File: src/rtl/core_psr_file_if.sv
// core_psr_file_if: PSR write strobes, ALU flag writeback and PSR read-back
// between the PSR control stage (master) and the PSR storage (slave).
interface core_psr_file_if;
  // write side, driven by the PSR control stage / ALU writeback
  logic        psr_write;
  logic        psr_saved;
  logic        psr_wr_flags;
  logic        psr_wr_control;
  logic [31:0] psr_wr;
  logic        update_flags;
  logic [3:0]  alu_nzcv;
  logic        alu_q;
  // read side, driven by the PSR file
  logic [31:0] cpsr_rd;
  logic [31:0] spsr_rd;
  logic [4:0]  mode;
  logic        irq_mask;
  logic        fiq_mask;
  logic        bad_mode;

  modport master (
    output psr_write, psr_saved, psr_wr_flags, psr_wr_control, psr_wr,
           update_flags, alu_nzcv, alu_q,
    input  cpsr_rd, spsr_rd, mode, irq_mask, fiq_mask, bad_mode
  );

  modport slave (
    input  psr_write, psr_saved, psr_wr_flags, psr_wr_control, psr_wr,
           update_flags, alu_nzcv, alu_q,
    output cpsr_rd, spsr_rd, mode, irq_mask, fiq_mask, bad_mode
  );
endinterface

File: src/rtl/core_psr_file.sv
// core_psr_file: CPSR plus banked SPSRs (FIQ/IRQ/SVC/ABT/UND).
// Writes land on the next clock edge, reads are straight from the registers.
// Optional feature macro: PSR_Q_BIT_EN -- sticky Q flag in CPSR[27] / SPSR[27].
module core_psr_file #(
  parameter logic [31:0] RST_CPSR = 32'h000000D3
) (
  input  logic                  clk,
  input  logic                  rst_n,
  core_psr_file_if.slave        psr_if
);

  localparam logic [4:0] MODE_USR = 5'b10000;
  localparam logic [4:0] MODE_FIQ = 5'b10001;
  localparam logic [4:0] MODE_IRQ = 5'b10010;
  localparam logic [4:0] MODE_SVC = 5'b10011;
  localparam logic [4:0] MODE_ABT = 5'b10111;
  localparam logic [4:0] MODE_UND = 5'b11011;
  localparam logic [4:0] MODE_SYS = 5'b11111;

  localparam int NBANK = 5;

`ifdef PSR_Q_BIT_EN
  // Q is a real, sticky bit in both CPSR and SPSR
  localparam logic [7:0] FLAG_MASK = 8'hFF;
  logic w_q_set;
  assign w_q_set = psr_if.update_flags & psr_if.alu_q;
`else
  // no saturation support: bit 27 never stores anything
  localparam logic [7:0] FLAG_MASK = 8'hF7;
  logic w_q_set;
  assign w_q_set = 1'b0;
`endif

  // CPSR split into its live fields; [23:8] and T are constant 0
  logic [7:0]             r_flags;
  logic [1:0]             r_ifm;
  logic [4:0]             r_mode;
  logic                   r_bad_mode;

  // SPSR banks keep only the fields that can ever be non-zero
  logic [NBANK-1:0][7:0]  r_spsr_hi;
  logic [NBANK-1:0][7:0]  r_spsr_lo;

  logic                   w_cpsr_wr;
  logic                   w_spsr_wr;
  logic                   w_ctrl_en;
  logic                   w_mode_ok;
  logic [NBANK-1:0]       w_bank_oh;
  logic [NBANK-1:0]       w_spsr_we;
  logic [7:0]             w_flags_nxt;
  logic [1:0]             w_ifm_nxt;
  logic [4:0]             w_mode_nxt;
  logic                   w_bad_nxt;
  logic [31:0]            w_spsr_rd;
  logic                   w_unused_bits;

  // legal mode encodings; anything else is rejected on CPSR writes
  function automatic logic mode_valid(input logic [4:0] m);
    case (m)
      MODE_USR, MODE_FIQ, MODE_IRQ, MODE_SVC,
      MODE_ABT, MODE_UND, MODE_SYS: mode_valid = 1'b1;
      default:                      mode_valid = 1'b0;
    endcase
  endfunction

  // one-hot SPSR bank for a mode; USR/SYS (and anything else) have none
  function automatic logic [NBANK-1:0] mode_bank(input logic [4:0] m);
    case (m)
      MODE_FIQ: mode_bank = 5'b00001;
      MODE_IRQ: mode_bank = 5'b00010;
      MODE_SVC: mode_bank = 5'b00100;
      MODE_ABT: mode_bank = 5'b01000;
      MODE_UND: mode_bank = 5'b10000;
      default:  mode_bank = '0;
    endcase
  endfunction

  assign w_cpsr_wr = psr_if.psr_write & ~psr_if.psr_saved;
  assign w_spsr_wr = psr_if.psr_write &  psr_if.psr_saved;

  // bank select uses the pre-write mode, so an exception entry's second
  // write naturally hits the SPSR of the mode the first write switched to
  assign w_bank_oh = mode_bank(r_mode);
  assign w_spsr_we = w_bank_oh & {NBANK{w_spsr_wr}};

  // control field is privileged: a USR-mode control write is dropped silently
  assign w_ctrl_en = w_cpsr_wr & psr_if.psr_wr_control & (r_mode != MODE_USR);
  assign w_mode_ok = mode_valid(psr_if.psr_wr[4:0]);

  // bits that are architecturally dropped (and alu_q when Q is compiled out)
  assign w_unused_bits = ^{psr_if.psr_wr[23:8], psr_if.alu_q};

  // flag byte: ALU NZCV first, then an explicit PSR flags write overrides it
  always_comb begin
    w_flags_nxt = r_flags;
    if (psr_if.update_flags) begin
      w_flags_nxt[7:4] = psr_if.alu_nzcv;
      if (w_q_set) w_flags_nxt[3] = 1'b1;
    end
    if (w_cpsr_wr && psr_if.psr_wr_flags) w_flags_nxt = psr_if.psr_wr[31:24];
    w_flags_nxt = w_flags_nxt & FLAG_MASK;
  end

  // control byte: I/F always follow the write, mode only if it is legal
  always_comb begin
    w_ifm_nxt  = r_ifm;
    w_mode_nxt = r_mode;
    w_bad_nxt  = 1'b0;
    if (w_ctrl_en) begin
      w_ifm_nxt = psr_if.psr_wr[7:6];
      if (w_mode_ok) w_mode_nxt = psr_if.psr_wr[4:0];
      else           w_bad_nxt  = 1'b1;
    end
  end

  // CPSR state and the one-cycle bad-mode flag
  always_ff @(posedge clk or negedge rst_n) begin
    if (!rst_n) begin
      r_flags    <= RST_CPSR[31:24] & FLAG_MASK;
      r_ifm      <= RST_CPSR[7:6];
      r_mode     <= RST_CPSR[4:0];
      r_bad_mode <= 1'b0;
    end else begin
      r_flags    <= w_flags_nxt;
      r_ifm      <= w_ifm_nxt;
      r_mode     <= w_mode_nxt;
      r_bad_mode <= w_bad_nxt;
    end
  end

  // SPSR banks: masked field writes into the bank of the current mode
  always_ff @(posedge clk or negedge rst_n) begin
    if (!rst_n) begin
      r_spsr_hi <= '0;
      r_spsr_lo <= '0;
    end else begin
      for (int b = 0; b < NBANK; b++) begin
        if (w_spsr_we[b]) begin
          if (psr_if.psr_wr_flags)   r_spsr_hi[b] <= psr_if.psr_wr[31:24] & FLAG_MASK;
          if (psr_if.psr_wr_control) r_spsr_lo[b] <= psr_if.psr_wr[7:0];
        end
      end
    end
  end

  // SPSR read mux; no bank selected reads as zero
  always_comb begin
    w_spsr_rd = '0;
    for (int b = 0; b < NBANK; b++)
      if (w_bank_oh[b]) w_spsr_rd = {r_spsr_hi[b], 16'h0000, r_spsr_lo[b]};
  end

  assign psr_if.cpsr_rd  = {r_flags, 16'h0000, r_ifm, 1'b0, r_mode};
  assign psr_if.spsr_rd  = w_spsr_rd;
  assign psr_if.mode     = r_mode;
  assign psr_if.irq_mask = r_ifm[1];
  assign psr_if.fiq_mask = r_ifm[0];
  assign psr_if.bad_mode = r_bad_mode;

endmodule

File: src/flat_wrapper.sv
// flat-port wrapper written by rule: the top's interface ports become plain ports
module core_psr_file_flat 
#(
  parameter logic [31:0] RST_CPSR = 32'h000000D3
)
  (clk, rst_n, psr_if_psr_write, psr_if_psr_saved, psr_if_psr_wr_flags, psr_if_psr_wr_control, psr_if_psr_wr, psr_if_update_flags, psr_if_alu_nzcv, psr_if_alu_q, psr_if_cpsr_rd, psr_if_spsr_rd, psr_if_mode, psr_if_irq_mask, psr_if_fiq_mask, psr_if_bad_mode);
  core_psr_file_if psr_if_i ();
  input  logic clk;
  input  logic rst_n;
  input wire logic [$bits(psr_if_i.psr_write)-1:0] psr_if_psr_write;
  input wire logic [$bits(psr_if_i.psr_saved)-1:0] psr_if_psr_saved;
  input wire logic [$bits(psr_if_i.psr_wr_flags)-1:0] psr_if_psr_wr_flags;
  input wire logic [$bits(psr_if_i.psr_wr_control)-1:0] psr_if_psr_wr_control;
  input wire logic [$bits(psr_if_i.psr_wr)-1:0] psr_if_psr_wr;
  input wire logic [$bits(psr_if_i.update_flags)-1:0] psr_if_update_flags;
  input wire logic [$bits(psr_if_i.alu_nzcv)-1:0] psr_if_alu_nzcv;
  input wire logic [$bits(psr_if_i.alu_q)-1:0] psr_if_alu_q;
  output wire logic [$bits(psr_if_i.cpsr_rd)-1:0] psr_if_cpsr_rd;
  output wire logic [$bits(psr_if_i.spsr_rd)-1:0] psr_if_spsr_rd;
  output wire logic [$bits(psr_if_i.mode)-1:0] psr_if_mode;
  output wire logic [$bits(psr_if_i.irq_mask)-1:0] psr_if_irq_mask;
  output wire logic [$bits(psr_if_i.fiq_mask)-1:0] psr_if_fiq_mask;
  output wire logic [$bits(psr_if_i.bad_mode)-1:0] psr_if_bad_mode;
  assign psr_if_i.psr_write = psr_if_psr_write;
  assign psr_if_i.psr_saved = psr_if_psr_saved;
  assign psr_if_i.psr_wr_flags = psr_if_psr_wr_flags;
  assign psr_if_i.psr_wr_control = psr_if_psr_wr_control;
  assign psr_if_i.psr_wr = psr_if_psr_wr;
  assign psr_if_i.update_flags = psr_if_update_flags;
  assign psr_if_i.alu_nzcv = psr_if_alu_nzcv;
  assign psr_if_i.alu_q = psr_if_alu_q;
  assign psr_if_cpsr_rd = psr_if_i.cpsr_rd;
  assign psr_if_spsr_rd = psr_if_i.spsr_rd;
  assign psr_if_mode = psr_if_i.mode;
  assign psr_if_irq_mask = psr_if_i.irq_mask;
  assign psr_if_fiq_mask = psr_if_i.fiq_mask;
  assign psr_if_bad_mode = psr_if_i.bad_mode;
  core_psr_file #(.RST_CPSR(RST_CPSR)) u_core (.clk(clk), .rst_n(rst_n), .psr_if(psr_if_i));
endmodule
File: config.mk
export PLATFORM = sky130hd
export DESIGN_NAME = core_psr_file_flat
export DESIGN_NICKNAME = d
export VERILOG_FILES = /design/src/rtl/core_psr_file_if.sv /design/src/rtl/core_psr_file.sv /design/src/flat_wrapper.sv
export SDC_FILE = /design/constraint.sdc
export NUM_CORES = 1
export LEC_CHECK = 0
export CELL_PAD_IN_SITES_DETAIL_PLACEMENT = 0
export CELL_PAD_IN_SITES_GLOBAL_PLACEMENT = 2
export CORE_MARGIN = 10
export CORE_UTILIZATION = 32
export CTS_CLUSTER_SIZE = 24
export DETAILED_ROUTE_END_ITERATION = 10
export PLACE_DENSITY_LB_ADDON = 0.1
export SETUP_SLACK_MARGIN = 0.05
export SLEW_MARGIN = 15
export SYNTH_ARGS = -nofsm -noshare
export SYNTH_HDL_FRONTEND = slang
export SYNTH_SLANG_ARGS = --single-unit
File: constraint.sdc
create_clock -name clk -period 2.3 [get_ports clk]
set_input_delay 0.46 -clock clk [delete_from_list [all_inputs] [get_ports clk]]
set_output_delay 0.46 -clock clk [all_outputs]
set_load 0.01 [all_outputs]
==> PnR_summary.wiki <==
{| class="wikitable"
! Metric !! Value
|-
| Final-report setup violation count || 16
|-
| RD Place Congestion || 0.753
|-
| Setup slack after placement || -0.524 ns
|-
| Initial antenna violation count || 0
|-
| Final Routed Wirelength || 13,100 um
|-
| Most frequently used flop master after synthesis || sky130_fd_sc_hd__dfrtp_1
|-
| Fill cells || 1,395
|-
| HPWL Detailed || 9530 um
|-
| Number of placement rows || 44
|-
| # hold bufs at CTS || 0
|-
| Yosys top cell area share || 0.457
|-
| Power per Cell Area || 887 mW/mm2
|-
| Multi-input gate area || 0.00220 mm2
|-
| Count of port buffers added during placement || 62
|-
| First DRT Iteration DRCs || 115
|-
| Gate power share || 0.354
|-
| Instance area after placement || 0.00563 mm2
|-
| Setup slack on the worst flop-to-flop path || 0 ns
|-
| Mean Syn Cell Area || 11.9 um2
|-
| Final std cell area, no fill || 0.00612 mm2
|-
| Ys Warns || 0
|-
| Leading cell type in the layout, fill and taps excluded || sky130_fd_sc_hd__dfrtp_1
|-
| Full die area || 0.0198 mm2
|-
| WP data arrival || 2.05 ns
|-
| Number of cell instances on the worst register-to-register path || 5
|-
| Area of all sequential standard cells || 0.00226 mm2
|-
| Internal power summed over all cells || 3680 uW
|-
| CP Capture Type || output port
|-
| Deepest level of the CTS H-tree || 3
|-
| Sequential element share of the synthesized area || 0.485
|-
| CP delay by family, top || flip-flops
|-
| Share of cells above drive strength 1 || 0.410
|-
| Measured slew at the worst slew-check pin || 0.524 ns
|-
| Routed len/inst || 19.3 um
|-
| Post-Synthesis Cell Area || 0.00465 mm2
|-
| Maximum cell stage delay along the critical path || 0.55 ns
|-
| Critical path data required time || 1.84 ns
|-
| Maximum number of pins on one net before global-route repair || 43
|-
| Fin cells || 679
|-
| DRT antenna net count || 0
|-
| Share of the clock period used by the worst path after layout || 1.09
|-
| Gr ovfl total || 0
|-
| FF-to-FF Start || u_core.psr_if.mode[4]
|-
| CTS tree || built
|-
| Net switching component of the power || 1750 uW
|-
| Flip-flop and latch count after synthesis || 90
|-
| Worst hold slack || 0.0646 ns
|-
| EDFF count, synth || 0
|-
| Max-cap check violation count || 0
|-
| Crit path buffers/inverters || 2
|-
| Max stage delay cell, worst path || sky130_fd_sc_hd__dfstp_2
|-
| Core box area || 0.0144 mm2
|-
| Number of nets at the end of the flow || 534
|-
| Leading cell types in the layout, fill and taps excluded || sky130_fd_sc_hd__dfrtp_1 (85), sky130_fd_sc_hd__mux2_2 (70), sky130_fd_sc_hd__clkdlybuf4s50_1 (45), sky130_fd_sc_hd__buf_4 (42), sky130_fd_sc_hd__conb_1 (35)
|-
| Cell variety after synth || 37
|-
| Total CTS buffers || 9
|-
| Area growth from synthesis to layout || 31.6%
|-
| Critical path launch point type || flip-flop
|-
| Net Sw Frac || 0.321
|-
| Clock input transition at the sequential cells of the worst setup and hold paths || 0.07 ns
|-
| Chip Height || 141 um
|-
| Worst ir drop on vdd || 0.000344 V
|-
| Hold Crit Class || input port to async pin
|-
| Status || complete, but fails checks
|-
| Number of I/O pins || 116
|-
| Cell count after synthesis || 390
|-
| Critical R2R Capture || u_core.r_spsr_lo[11]
|-
| Initial cell density of the core || 0.324
|-
| Headroom to the max-slew limit || 0.651
|-
| Via count || 3,216
|-
| Top area cells in the synthesized netlist || sky130_fd_sc_hd__dfrtp_1 (46%), sky130_fd_sc_hd__mux2_2 (17%), sky130_fd_sc_hd__buf_4 (6.9%), sky130_fd_sc_hd__o21ai_0 (3.8%), sky130_fd_sc_hd__dfstp_2 (2.8%)
|-
| Max Fclk || 0.399 GHz
|-
| Pre-antenna DRT Iters || 4
|-
| LEAKAGE || 0.00285 uW
|-
| Share of total power in the clock network || 0.277
|-
| Failing checks || setup timing
|-
| Cell chain of the critical path || or3b_4 -> buf_8 -> o32ai_2 -> nand2_1 -> o31ai_2 -> buf_2
|-
| Final worst slack || -0.209 ns
|-
| Clock Sink Count || 90
|-
| Via density per instance || 4.74
|-
| Clock network latency to the later pin of the worst-skew pair || 0.35 ns
|-
| Shortest clock period the worst path allows after layout || 2.51 ns
|-
| Overall fraction of global-route tracks in use || 0.134
|-
| Final Hold Fails || 0
|-
| # placed instances || 659
|-
| Final core utilization || 0.426
|-
| First-pass GRT wire length || 20,500 um
|-
| Cell type with the largest total area after synthesis || sky130_fd_sc_hd__dfrtp_1
|-
| Share of flip-flops with an asynchronous set or reset after synthesis || 1.00
|-
| Horiz. Die Dim || 141 um
|-
| Worst-case clock buffer depth || 2
|-
| Sequential group share of total power || 0.369
|-
| Root buffer selected by CTS || sky130_fd_sc_hd__clkbuf_16
|-
| Number of remaining DRC errors || 0
|-
| Type of the worst setup path || flip-flop to output port
|-
| Crit path max fanout || 7
|-
| Number of slew-limit violations in the final report || 0
|-
| Number of global-route vias before repair || 3,497
|-
| Worst Skew || 0.00438 ns
|-
| RSZ-0062 raised after global routing || yes
|-
| Diode insertion count for antenna repair || 0
|}
## layout make-up
class	count	area share
clock buffers	10	0.0390
multi-input cells	265	0.360
well taps	184	0.0376
repair buffers	114	0.178
inverters	10	0.00613
clock inverters	6	0.0108
flip-flops and latches	90	0.369
## repair_timing
action / CTS / global route
setup endpoints to repair: 62 / 61
cloned: 0 / 0
resized for setup: 86 / 14
setup buffers: 4 / 0
pin swaps: 5 / 7
## kinds of logic (layout without fill, tap and decap cells)
logic type	after synthesis	count (layout)	share of synthesized area
AO/OA/AOI/OAI	77	77	0.109
buffers and inverters	69	140	0.0957
flip-flops	90	90	0.485
multiplexers	88	88	0.218
other	1	35	0.000806
AND/OR/NAND/NOR	65	65	0.0906
## Yosys cell counts, types with 2 or more instances
library cell               number
sky130_fd_sc_hd__a22o_1        10
sky130_fd_sc_hd__nor3_2         2
sky130_fd_sc_hd__nor2_1        17
sky130_fd_sc_hd__nor2_8         6
sky130_fd_sc_hd__nor2_2         2
sky130_fd_sc_hd__buf_6          3
sky130_fd_sc_hd__nand3_1        2
sky130_fd_sc_hd__a21oi_1        9
sky130_fd_sc_hd__dfstp_2        5
sky130_fd_sc_hd__o21ai_0       35
sky130_fd_sc_hd__clkbuf_1       9
sky130_fd_sc_hd__inv_1         10
sky130_fd_sc_hd__dfrtp_1       85
sky130_fd_sc_hd__mux2_1         6
sky130_fd_sc_hd__nand2_1       19
sky130_fd_sc_hd__mux2i_1        4
sky130_fd_sc_hd__nor2b_1        5
sky130_fd_sc_hd__nand2b_1       4
sky130_fd_sc_hd__buf_4         43
sky130_fd_sc_hd__o31ai_1        5
sky130_fd_sc_hd__buf_1          2
sky130_fd_sc_hd__or2_1          2
sky130_fd_sc_hd__a22oi_1       10
sky130_fd_sc_hd__o32ai_1        5
sky130_fd_sc_hd__buf_2          2
sky130_fd_sc_hd__mux2_4         8
sky130_fd_sc_hd__mux2_2        70
## per-layer routing
metal  routed length, um  global-route usage  vias to the layer above
met4                 227              0.0533                        0
met2                6120               0.206                       70
li1                    -                   -                     1508
met1                6180               0.178                     1623
met3                 555              0.0312                       15
met5                   0                   0                        -
## through the flow
stage,TNS [ns],total power (uW)
floorplan,0,2990
global placement,-6.78,3780
detailed placement,-7.21,3790
CTS,-2.78,5450
global route,-5.34,5740
finish,-2.60,5430
## sequential cells by signal, summed over array words and instances (netlist names)
name	flops
u_core.psr_if.bad_mode	1
u_core.psr_if.mode	5
u_core.r_flags	7
u_core.r_ifm	2
u_core.r_spsr_hi	35
u_core.r_spsr_lo	40
## power groups by stage
stage	combinational [uW]	clock, uW	sequential, uW
after floorplan	947	0	2040
after global placement	1750	0	2020
after detailed placement	1760	0	2020
after CTS	1890	1550	2000
after global routing	2090	1620	2040
final	1920	1510	2000
## worst max-delay path by stage
stage,slack [ns],from,to,depth (start not counted)
4_1_cts,-0.22,u_core.psr_if.mode[4],psr_if_spsr_rd[6],6
3_5_place_dp,-0.52,u_core.psr_if.mode[1],psr_if_spsr_rd[0],5
6_report,-0.21,u_core.psr_if.mode[4],psr_if_spsr_rd[3],6
5_1_grt,-0.28,u_core.psr_if.mode[4],psr_if_spsr_rd[4],6
2_1_floorplan,0.21,u_core.psr_if.mode[0],psr_if_spsr_rd[0],6
3_3_place_gp,-0.49,u_core.psr_if.mode[1],psr_if_spsr_rd[25],5
Note: power is estimated with default switching activity, not from simulation.
